## config.mk

```make
export PLATFORM = sky130hd
export DESIGN_NAME = reflet_bus_arbiter_flat
export DESIGN_NICKNAME = d
export VERILOG_FILES = /design/src/rtl/reflet_bus_arbiter_pkg.sv /design/src/rtl/reflet_bus_arbiter_if.sv /design/src/rtl/reflet_bus_arbiter_hold_counter.sv /design/src/rtl/reflet_bus_arbiter.sv /design/src/flat_wrapper.sv
export SDC_FILE = /design/constraint.sdc
export NUM_CORES = 1
export LEC_CHECK = 0
export ABC_AREA = 1
export BUFFER_PORTS_ARGS = -buffer_cell sky130_fd_sc_hd__buf_2
export CAP_MARGIN = 5
export CORE_MARGIN = 5
export CORE_UTILIZATION = 33
export CTS_CLUSTER_DIAMETER = 100
export DETAILED_ROUTE_END_ITERATION = 10
export GPL_TIMING_DRIVEN = 0
export PLACE_DENSITY = 0.81
export SLEW_MARGIN = 20
export SYNTH_ARGS = -nofsm -noshare
export SYNTH_HDL_FRONTEND = slang
export SYNTH_SLANG_ARGS = --single-unit
```

## constraint.sdc

```tcl
create_clock -name clk -period 2.3 [get_ports clk]
set_clock_uncertainty 0.15 [all_clocks]
set_input_delay 0.345 -clock clk [delete_from_list [all_inputs] [get_ports clk]]
set_output_delay 0.345 -clock clk [all_outputs]
set_load 0.05 [all_outputs]
```

## src/rtl/reflet_bus_arbiter_pkg.sv

```systemverilog
// Shared definitions for the Reflet two-master bus arbiter: state encoding,
// master indices and the owner-to-state helper.
package reflet_arb_pkg;

  typedef enum logic [1:0] {
    ARB_IDLE = 2'd0,
    ARB_OWN0 = 2'd1,
    ARB_OWN1 = 2'd2
  } arb_state_t;

  localparam logic MASTER0 = 1'b0;
  localparam logic MASTER1 = 1'b1;

  function automatic arb_state_t owner_state(input logic master);
    return master ? ARB_OWN1 : ARB_OWN0;
  endfunction

endpackage

```

## src/rtl/reflet_bus_arbiter_if.sv

```systemverilog
// Bus bundle between the two masters, the arbiter and the peripheral block.
// The master modport is the driving side (masters plus peripheral read data).
interface reflet_bus_arbiter_if #(
  parameter int wordsize  = 16,
  parameter int addr_size = 16
);
  // Handshake: reqN is held high with a stable addrN/wdataN/weN until the
  // cycle in which gntN is seen high; that cycle is the transfer. If gntN
  // falls while reqN is still high the master keeps its transaction pending.
  logic                 req0;
  logic [addr_size-1:0] addr0;
  logic [wordsize-1:0]  wdata0;
  logic                 we0;
  logic                 gnt0;
  logic [wordsize-1:0]  rdata0;

  logic                 req1;
  logic [addr_size-1:0] addr1;
  logic [wordsize-1:0]  wdata1;
  logic                 we1;
  logic                 gnt1;
  logic [wordsize-1:0]  rdata1;

  logic                 bus_enable;
  logic [addr_size-1:0] bus_addr;
  logic [wordsize-1:0]  bus_wdata;
  logic                 bus_we;
  logic [wordsize-1:0]  bus_rdata;
  logic                 abort;

  modport master (
    output req0, addr0, wdata0, we0,
    output req1, addr1, wdata1, we1,
    output bus_rdata,
    input  gnt0, rdata0, gnt1, rdata1,
    input  bus_enable, bus_addr, bus_wdata, bus_we, abort
  );

  modport slave (
    input  req0, addr0, wdata0, we0,
    input  req1, addr1, wdata1, we1,
    input  bus_rdata,
    output gnt0, rdata0, gnt1, rdata1,
    output bus_enable, bus_addr, bus_wdata, bus_we, abort
  );
endinterface

```

## src/rtl/reflet_bus_arbiter_hold_counter.sv

```systemverilog
// Saturating up-counter with synchronous clear, count enable and a flag
// raised while the count equals the terminal value.
module reflet_arb_hold_counter #(
  parameter int unsigned term_val = 7
) (
  input  logic clk,
  input  logic reset,
  input  logic clr_i,
  input  logic en_i,
  output logic term_o
);
  localparam int unsigned CW = (term_val < 1) ? 1 : $clog2(term_val + 1);
  localparam logic [CW-1:0] TERM = CW'(term_val);

  logic [CW-1:0] cnt_q;

  always_ff @(posedge clk or negedge reset) begin
    if (!reset) begin
      cnt_q <= '0;
    end else if (clr_i) begin
      cnt_q <= '0;
    end else if (en_i && (cnt_q != TERM)) begin
      cnt_q <= cnt_q + 1'b1;
    end
  end

  assign term_o = (cnt_q == TERM);

endmodule

```

## src/rtl/reflet_bus_arbiter.sv

```systemverilog
// Two-master round-robin arbiter for the Reflet peripheral bus with bounded
// hold under contention. Optional absolute hold limit: REFLET_ARB_TIMEOUT_EN.
module reflet_bus_arbiter
  import reflet_arb_pkg::*;
#(
  parameter int wordsize       = 16,
  parameter int addr_size      = 16,
  parameter int max_hold       = 8,
  parameter int timeout_cycles = 255
) (
  input  logic                clk,
  input  logic                reset,
  reflet_bus_arbiter_if.slave bus,
  output arb_state_t          dbg_state_o
);

  arb_state_t state_q, state_d;
  logic       last_owner_q, last_owner_d;
  logic       gnt0_q, gnt1_q;
  logic       eff_req0, eff_req1;
  logic       own_req, oth_req;
  arb_state_t oth_state;
  logic       grant_chg, stay_owned;
  logic       hold_en, hold_term;

`ifdef REFLET_ARB_TIMEOUT_EN
  logic block0_q, block1_q;
  logic abort_q, force_rel, to_term;

  // A master released by timeout is ignored until it drops its request once.
  assign eff_req0 = bus.req0 & ~block0_q;
  assign eff_req1 = bus.req1 & ~block1_q;
`else
  assign eff_req0 = bus.req0;
  assign eff_req1 = bus.req1;
`endif

  assign own_req   = (state_q == ARB_OWN1) ? eff_req1 : eff_req0;
  assign oth_req   = (state_q == ARB_OWN1) ? eff_req0 : eff_req1;
  assign oth_state = (state_q == ARB_OWN1) ? ARB_OWN0 : ARB_OWN1;

  always_comb begin
    state_d      = state_q;
    last_owner_d = last_owner_q;
    hold_en      = 1'b0;
`ifdef REFLET_ARB_TIMEOUT_EN
    force_rel    = 1'b0;
`endif
    unique case (state_q)
      ARB_IDLE: begin
        if (eff_req0 && eff_req1) state_d = owner_state(~last_owner_q);
        else if (eff_req0)        state_d = ARB_OWN0;
        else if (eff_req1)        state_d = ARB_OWN1;
      end
      ARB_OWN0, ARB_OWN1: begin
        if (!own_req) begin
          state_d = oth_req ? oth_state : ARB_IDLE;
        end
`ifdef REFLET_ARB_TIMEOUT_EN
        else if (to_term) begin
          force_rel = 1'b1;
          state_d   = oth_req ? oth_state : ARB_IDLE;
        end
`endif
        else if (oth_req && hold_term) begin
          state_d = oth_state;
        end else begin
          hold_en = oth_req;
        end
      end
      default: state_d = ARB_IDLE;
    endcase
    if (state_d != state_q) begin
      if (state_d == ARB_OWN0) last_owner_d = MASTER0;
      if (state_d == ARB_OWN1) last_owner_d = MASTER1;
    end
  end

  assign grant_chg  = (state_d != state_q);
  assign stay_owned = (state_d == state_q) && (state_q != ARB_IDLE);

  always_ff @(posedge clk or negedge reset) begin
    if (!reset) begin
      state_q      <= ARB_IDLE;
      last_owner_q <= MASTER1;
      gnt0_q       <= 1'b0;
      gnt1_q       <= 1'b0;
`ifdef REFLET_ARB_TIMEOUT_EN
      abort_q      <= 1'b0;
      block0_q     <= 1'b0;
      block1_q     <= 1'b0;
`endif
    end else begin
      state_q      <= state_d;
      last_owner_q <= last_owner_d;
      gnt0_q       <= (state_d == ARB_OWN0);
      gnt1_q       <= (state_d == ARB_OWN1);
`ifdef REFLET_ARB_TIMEOUT_EN
      abort_q      <= force_rel;
      block0_q     <= (force_rel && state_q == ARB_OWN0) ? 1'b1 : (bus.req0 & block0_q);
      block1_q     <= (force_rel && state_q == ARB_OWN1) ? 1'b1 : (bus.req1 & block1_q);
`endif
    end
  end

  reflet_arb_hold_counter #(.term_val(max_hold - 1)) u_hold (
    .clk    (clk),
    .reset  (reset),
    .clr_i  (grant_chg),
    .en_i   (hold_en),
    .term_o (hold_term)
  );

`ifdef REFLET_ARB_TIMEOUT_EN
  reflet_arb_hold_counter #(.term_val(timeout_cycles - 1)) u_timeout (
    .clk    (clk),
    .reset  (reset),
    .clr_i  (grant_chg),
    .en_i   (stay_owned),
    .term_o (to_term)
  );
  assign bus.abort = abort_q;
`else
  assign bus.abort = 1'b0;
`endif

  // Bus outputs depend only on registered grants, so an async reset idles them at once.
  logic [addr_size-1:0] addr_mux;
  logic [wordsize-1:0]  wdata_mux;

  assign addr_mux  = gnt0_q ? bus.addr0  : (gnt1_q ? bus.addr1  : '0);
  assign wdata_mux = gnt0_q ? bus.wdata0 : (gnt1_q ? bus.wdata1 : '0);

  assign bus.gnt0       = gnt0_q;
  assign bus.gnt1       = gnt1_q;
  assign bus.bus_enable = gnt0_q | gnt1_q;
  assign bus.bus_addr   = addr_mux;
  assign bus.bus_wdata  = wdata_mux;
  assign bus.bus_we     = (gnt0_q & bus.we0) | (gnt1_q & bus.we1);
  assign bus.rdata0     = gnt0_q ? bus.bus_rdata : '0;
  assign bus.rdata1     = gnt1_q ? bus.bus_rdata : '0;
  assign dbg_state_o    = state_q;

endmodule

```

## src/flat_wrapper.sv

```systemverilog
// flat-port wrapper written by rule: the top's interface ports become plain ports
module reflet_bus_arbiter_flat import reflet_arb_pkg::*;
#(
  parameter int wordsize       = 16,
  parameter int addr_size      = 16,
  parameter int max_hold       = 8,
  parameter int timeout_cycles = 255
)
  (clk, reset, dbg_state_o, bus_req0, bus_addr0, bus_wdata0, bus_we0, bus_req1, bus_addr1, bus_wdata1, bus_we1, bus_bus_rdata, bus_gnt0, bus_rdata0, bus_gnt1, bus_rdata1, bus_bus_enable, bus_bus_addr, bus_bus_wdata, bus_bus_we, bus_abort);
  reflet_bus_arbiter_if #(.wordsize(wordsize), .addr_size(addr_size)) bus_i ();
  input  logic clk;
  input  logic reset;
  output arb_state_t dbg_state_o;
  input wire logic [$bits(bus_i.req0)-1:0] bus_req0;
  input wire logic [$bits(bus_i.addr0)-1:0] bus_addr0;
  input wire logic [$bits(bus_i.wdata0)-1:0] bus_wdata0;
  input wire logic [$bits(bus_i.we0)-1:0] bus_we0;
  input wire logic [$bits(bus_i.req1)-1:0] bus_req1;
  input wire logic [$bits(bus_i.addr1)-1:0] bus_addr1;
  input wire logic [$bits(bus_i.wdata1)-1:0] bus_wdata1;
  input wire logic [$bits(bus_i.we1)-1:0] bus_we1;
  input wire logic [$bits(bus_i.bus_rdata)-1:0] bus_bus_rdata;
  output wire logic [$bits(bus_i.gnt0)-1:0] bus_gnt0;
  output wire logic [$bits(bus_i.rdata0)-1:0] bus_rdata0;
  output wire logic [$bits(bus_i.gnt1)-1:0] bus_gnt1;
  output wire logic [$bits(bus_i.rdata1)-1:0] bus_rdata1;
  output wire logic [$bits(bus_i.bus_enable)-1:0] bus_bus_enable;
  output wire logic [$bits(bus_i.bus_addr)-1:0] bus_bus_addr;
  output wire logic [$bits(bus_i.bus_wdata)-1:0] bus_bus_wdata;
  output wire logic [$bits(bus_i.bus_we)-1:0] bus_bus_we;
  output wire logic [$bits(bus_i.abort)-1:0] bus_abort;
  assign bus_i.req0 = bus_req0;
  assign bus_i.addr0 = bus_addr0;
  assign bus_i.wdata0 = bus_wdata0;
  assign bus_i.we0 = bus_we0;
  assign bus_i.req1 = bus_req1;
  assign bus_i.addr1 = bus_addr1;
  assign bus_i.wdata1 = bus_wdata1;
  assign bus_i.we1 = bus_we1;
  assign bus_i.bus_rdata = bus_bus_rdata;
  assign bus_gnt0 = bus_i.gnt0;
  assign bus_rdata0 = bus_i.rdata0;
  assign bus_gnt1 = bus_i.gnt1;
  assign bus_rdata1 = bus_i.rdata1;
  assign bus_bus_enable = bus_i.bus_enable;
  assign bus_bus_addr = bus_i.bus_addr;
  assign bus_bus_wdata = bus_i.bus_wdata;
  assign bus_bus_we = bus_i.bus_we;
  assign bus_abort = bus_i.abort;
  reflet_bus_arbiter #(.wordsize(wordsize), .addr_size(addr_size), .max_hold(max_hold), .timeout_cycles(timeout_cycles)) u_core (.clk(clk), .reset(reset), .bus(bus_i), .dbg_state_o(dbg_state_o));
endmodule
```

==> flow_metrics.py <==
metrics = {
    "run_status": {
        "status": "complete, no violations",
    },
    "setup_path": {
        "reg2reg_slack_ns": 0.16,
        "rr_worst_depth": 16,
        "crit_path_end_kind": "flop",
        "regToRegStartpoint": "u_core.u_hold.cnt_q[0]$_DFFE_PN0P_",
        "worstPathMaxFanout": 3,
        "r2r_end": "u_core.last_owner_q$_DFFE_PN1P_",
        "critPathKind": "flop to flop",
        "cp.required_ns": 2.30,
        "cp.arrival_ns": 2.14,
        "cp-start-kind": "flop",
    },
    "timing": {
        "fin_ws_ns": 0.163,
        "slew_viol_final": 0,
        "setup_viol": 0,
        "fmax_mhz": 468,
        "min_period_ns": 2.14,
        "post-route-period-util_pct": 92.9,
        "hold_viol": 0,
        "finalSetupTns_ns": 0,
        "rsz0062_at_grt": "false",
    },
    "pwr": {
        "p_per_area_nw_per_um2": 1360,
        "pwr-share-clk_pct": 6.0,
        "ir_drop_v": 0.000606,
        "power.switching_mw": 2.09,
        "power_frac_comb_pct": 86.2,
        "p_sw_share_pct": 69.5,
        "p_leak_nw": 1.67,
        "power_frac_seq_pct": 7.8,
        "internal_power_uw": 918,
    },
    "cts": {
        "cts_sinks": 8,
        "cts_made_buffers": 3,
        "cts_root_buf": "clkbuf_8",
        "clkLatencyLatePin_ns": 0.23,
        "clk_pin_slew_worst_paths_ns": 0.05,
        "htree_levels": 1,
        "clock_path_buffers": 2,
        "cts_tree": "done",
    },
    "detailed_routing": {
        "first_pass_iters": 4,
        "drt-vias-per-instance": 4.42,
        "antenna_left": 0,
        "drc": 0,
        "num_vias": 2025,
        "routedWlPerCell_um": 11.1,
        "wl_mm": 5.10,
        "drt_iter0_drc": 68,
    },
    "finish": {
        "multi_input_area_um2": 887,
        "antenna_cells": 0,
        "drive_above_1_share_pct": 44.4,
        "syn_to_final_growth_pct": 70.2,
        "nets": 504,
        "fin_util_pct": 59.0,
        "final_cells": 458,
        "n_fill_cell": 385,
        "seqCellArea_um2": 204,
    },
    "place": {
        "place_congestion": 0.864,
        "io_buffers": 155,
        "post-dp-hpwl_mm": 4.38,
        "dp_cells": 453,
        "dp_worst_setup_slack_ns": 0.0849,
    },
    "floorplanning": {
        "die_w_um": 72.7,
        "rows": 22,
        "die_area_um2": 5290,
        "start_util_pct": 34.7,
        "design.core.area_um2": 3740,
        "ioPinCount": 157,
        "fp.dieH_um": 72.7,
    },
    "logic_synthesis": {
        "synth_area_um2": 1300,
        "synth_cell_type_count": 21,
        "synth_seq_area_share_pct": 15.5,
        "synth_area_per_cell_um2": 5.19,
        "syn_inst": 250,
        "synth_seq_cells": 8,
        "syn-num-nets": 343,
        "yosysWarningCount": 0,
    },
    "global_route": {
        "grt_pass1_vias": 1818,
        "grt_first_pass_wirelength_mm": 7.69,
        "overflow": 0,
        "grt_antenna_before_repair": 0,
        "grt_max_degree": 11,
        "track_usage_pct": 17.3,
    },
    "worst_hold_path": {
        "hold_class": "primary input to asynchronous set/reset pin",
    },
    "run": {
        "cap_violations": 0,
    },
}
[cell type report]
class                           count  share of cell area (%)
Buffer                             16                    3.12
Clock buffer                        4                    2.04
Inverter                           42                    7.14
Multi-Input combinational cell    184                    40.2
Sequential cell                     8                    9.24
Tap cell                           48                    2.72
Timing Repair Buffer              156                    35.6
[sequential cells by signal, indices dropped and copies added, names as in the netlist]
| name | count |
|---|---|
| u_core.last_owner_q | 1 |
| u_core.bus.gnt1 | 1 |
| u_core.dbg_state_o | 2 |
| u_core.bus.gnt0 | 1 |
| u_core.u_hold.cnt_q | 3 |
[cell usage in the layout (no fill, tap or decap), types with 4 or more instances in the layout]
cell type | synthesis | layout
nand2_1 | 112 | 112
nor2_1 | 4 | 4
buf_2 | 0 | 155
nand2_2 | 8 | 8
inv_1 | 41 | 40
clkbuf_1 | 14 | 11
nand3_1 | 38 | 38
dfrtp_1 | 7 | 5
clkbuf_2 | 0 | 4
ha_1 | 7 | 6
[repair_timing]
item,4_1_cts,5_1_grt
setup endpoints to repair,0,33
hold endpoints to repair,7,0
gates resized for setup,0,12
hold buffers,1,0
buffers inserted,0,0
[power groups by stage]
stage / Clock (mW) / Sequential (mW) / Combinational (mW)
after CTS: 0.183 / 0.229 / 2.59
after global routing: 0.191 / 0.242 / 2.79
final: 0.181 / 0.233 / 2.59
after global placement: 0 / 0.229 / 2.55
after floorplan: 0 / 0.318 / 1.92
after detailed placement: 0 / 0.230 / 2.59
[cell usage after synthesis]
| master | count | area [um2] |
|---|---|---|
| buf_1 | 1 | 3.75 |
| dfrtp_1 | 7 | 175 |
| nor2_1 | 4 | 15.0 |
| inv_2 | 1 | 3.75 |
| nand2_2 | 8 | 50.1 |
| inv_1 | 41 | 154 |
| dfstp_2 | 1 | 26.3 |
| nand3b_1 | 2 | 15.0 |
| nand3_1 | 38 | 190 |
| clkbuf_1 | 14 | 52.6 |
| buf_4 | 1 | 7.51 |
| or2_2 | 1 | 6.26 |
| ha_1 | 7 | 87.6 |
| conb_1 | 1 | 3.75 |
| a21oi_2 | 3 | 26.3 |
| a22o_1 | 1 | 8.76 |
| nand3_4 | 1 | 17.5 |
| a21oi_1 | 2 | 10.0 |
| xor2_1 | 1 | 8.76 |
| o21ai_0 | 3 | 15.0 |
| nand2_1 | 112 | 420 |
[cells by family after synthesis]
family,synth area share [%]
AO/OA/AOI/OAI,4.63
adder cells (fa/ha/maj),6.75
flip-flops,15.5
other,0.289
XOR/XNOR,0.675
buffers and inverters,17.1
AND/OR/NAND/NOR,55.1
[how the worst max path moves through the flow]
stage | start | to | slack, ns | cells past startpoint
finish | u_core.u_hold.cnt_q[0]$_DFFE_PN0P_ | u_core.last_owner_q$_DFFE_PN1P_ | 0.16 | 16
floorplan | u_core.dbg_state_o[1]$_DFF_PN0_ | u_core.last_owner_q$_DFFE_PN1P_ | 0.03 | 12
global placement | u_core.dbg_state_o[0]$_DFF_PN0_ | u_core.last_owner_q$_DFFE_PN1P_ | 0.18 | 16
global route | u_core.u_hold.cnt_q[0]$_DFFE_PN0P_ | u_core.last_owner_q$_DFFE_PN1P_ | 0.002 | 16
CTS | u_core.bus.gnt0$_DFF_PN0_ | bus_bus_wdata[10] | 0.01 | 6
detailed placement | u_core.dbg_state_o[0]$_DFF_PN0_ | u_core.last_owner_q$_DFFE_PN1P_ | 0.08 | 16
[worst max-delay path, stage by stage, from the launching register on]
cell and delay (ns):
dfrtp_1 0.39, ha_1 0.21, ha_1 0.23, nand3_1 0.12, nand2_1 0.06, nand2_1 0.06
nand2_1 0.05, nand2_1 0.05, nand2_1 0.07, nand2_2 0.07, nand2_2 0.07, inv_1 0.08
ha_1 0.22, inv_1 0.09, nand2_2 0.05, nand2_1 0.05, nand2_1 0.04
[through the flow]
step	total power, mW	hold slack, ns	instance area (um2)
4_1_cts	3.00	0.312	2190
3_5_place_dp	2.82	0.0430	2130
3_3_place_gp	2.78	0.0410	2130
5_1_grt	3.22	0.327	2210
2_1_floorplan	2.23	-0.101	1300
6_report	3.01	0.317	2210
[metal layers]
| layer | up-vias | track usage (%) | wire [um] |
|---|---|---|---|
| li1 | 1070 | - | - |
| met1 | 860 | 19.8 | 1850 |
| met2 | 91 | 33.3 | 2660 |
| met3 | 4 | 3.03 | 563 |
| met4 | 0 | 3.28 | 33 |
| met5 | - | 0 | 0 |
(Power assumes the default switching activity.)
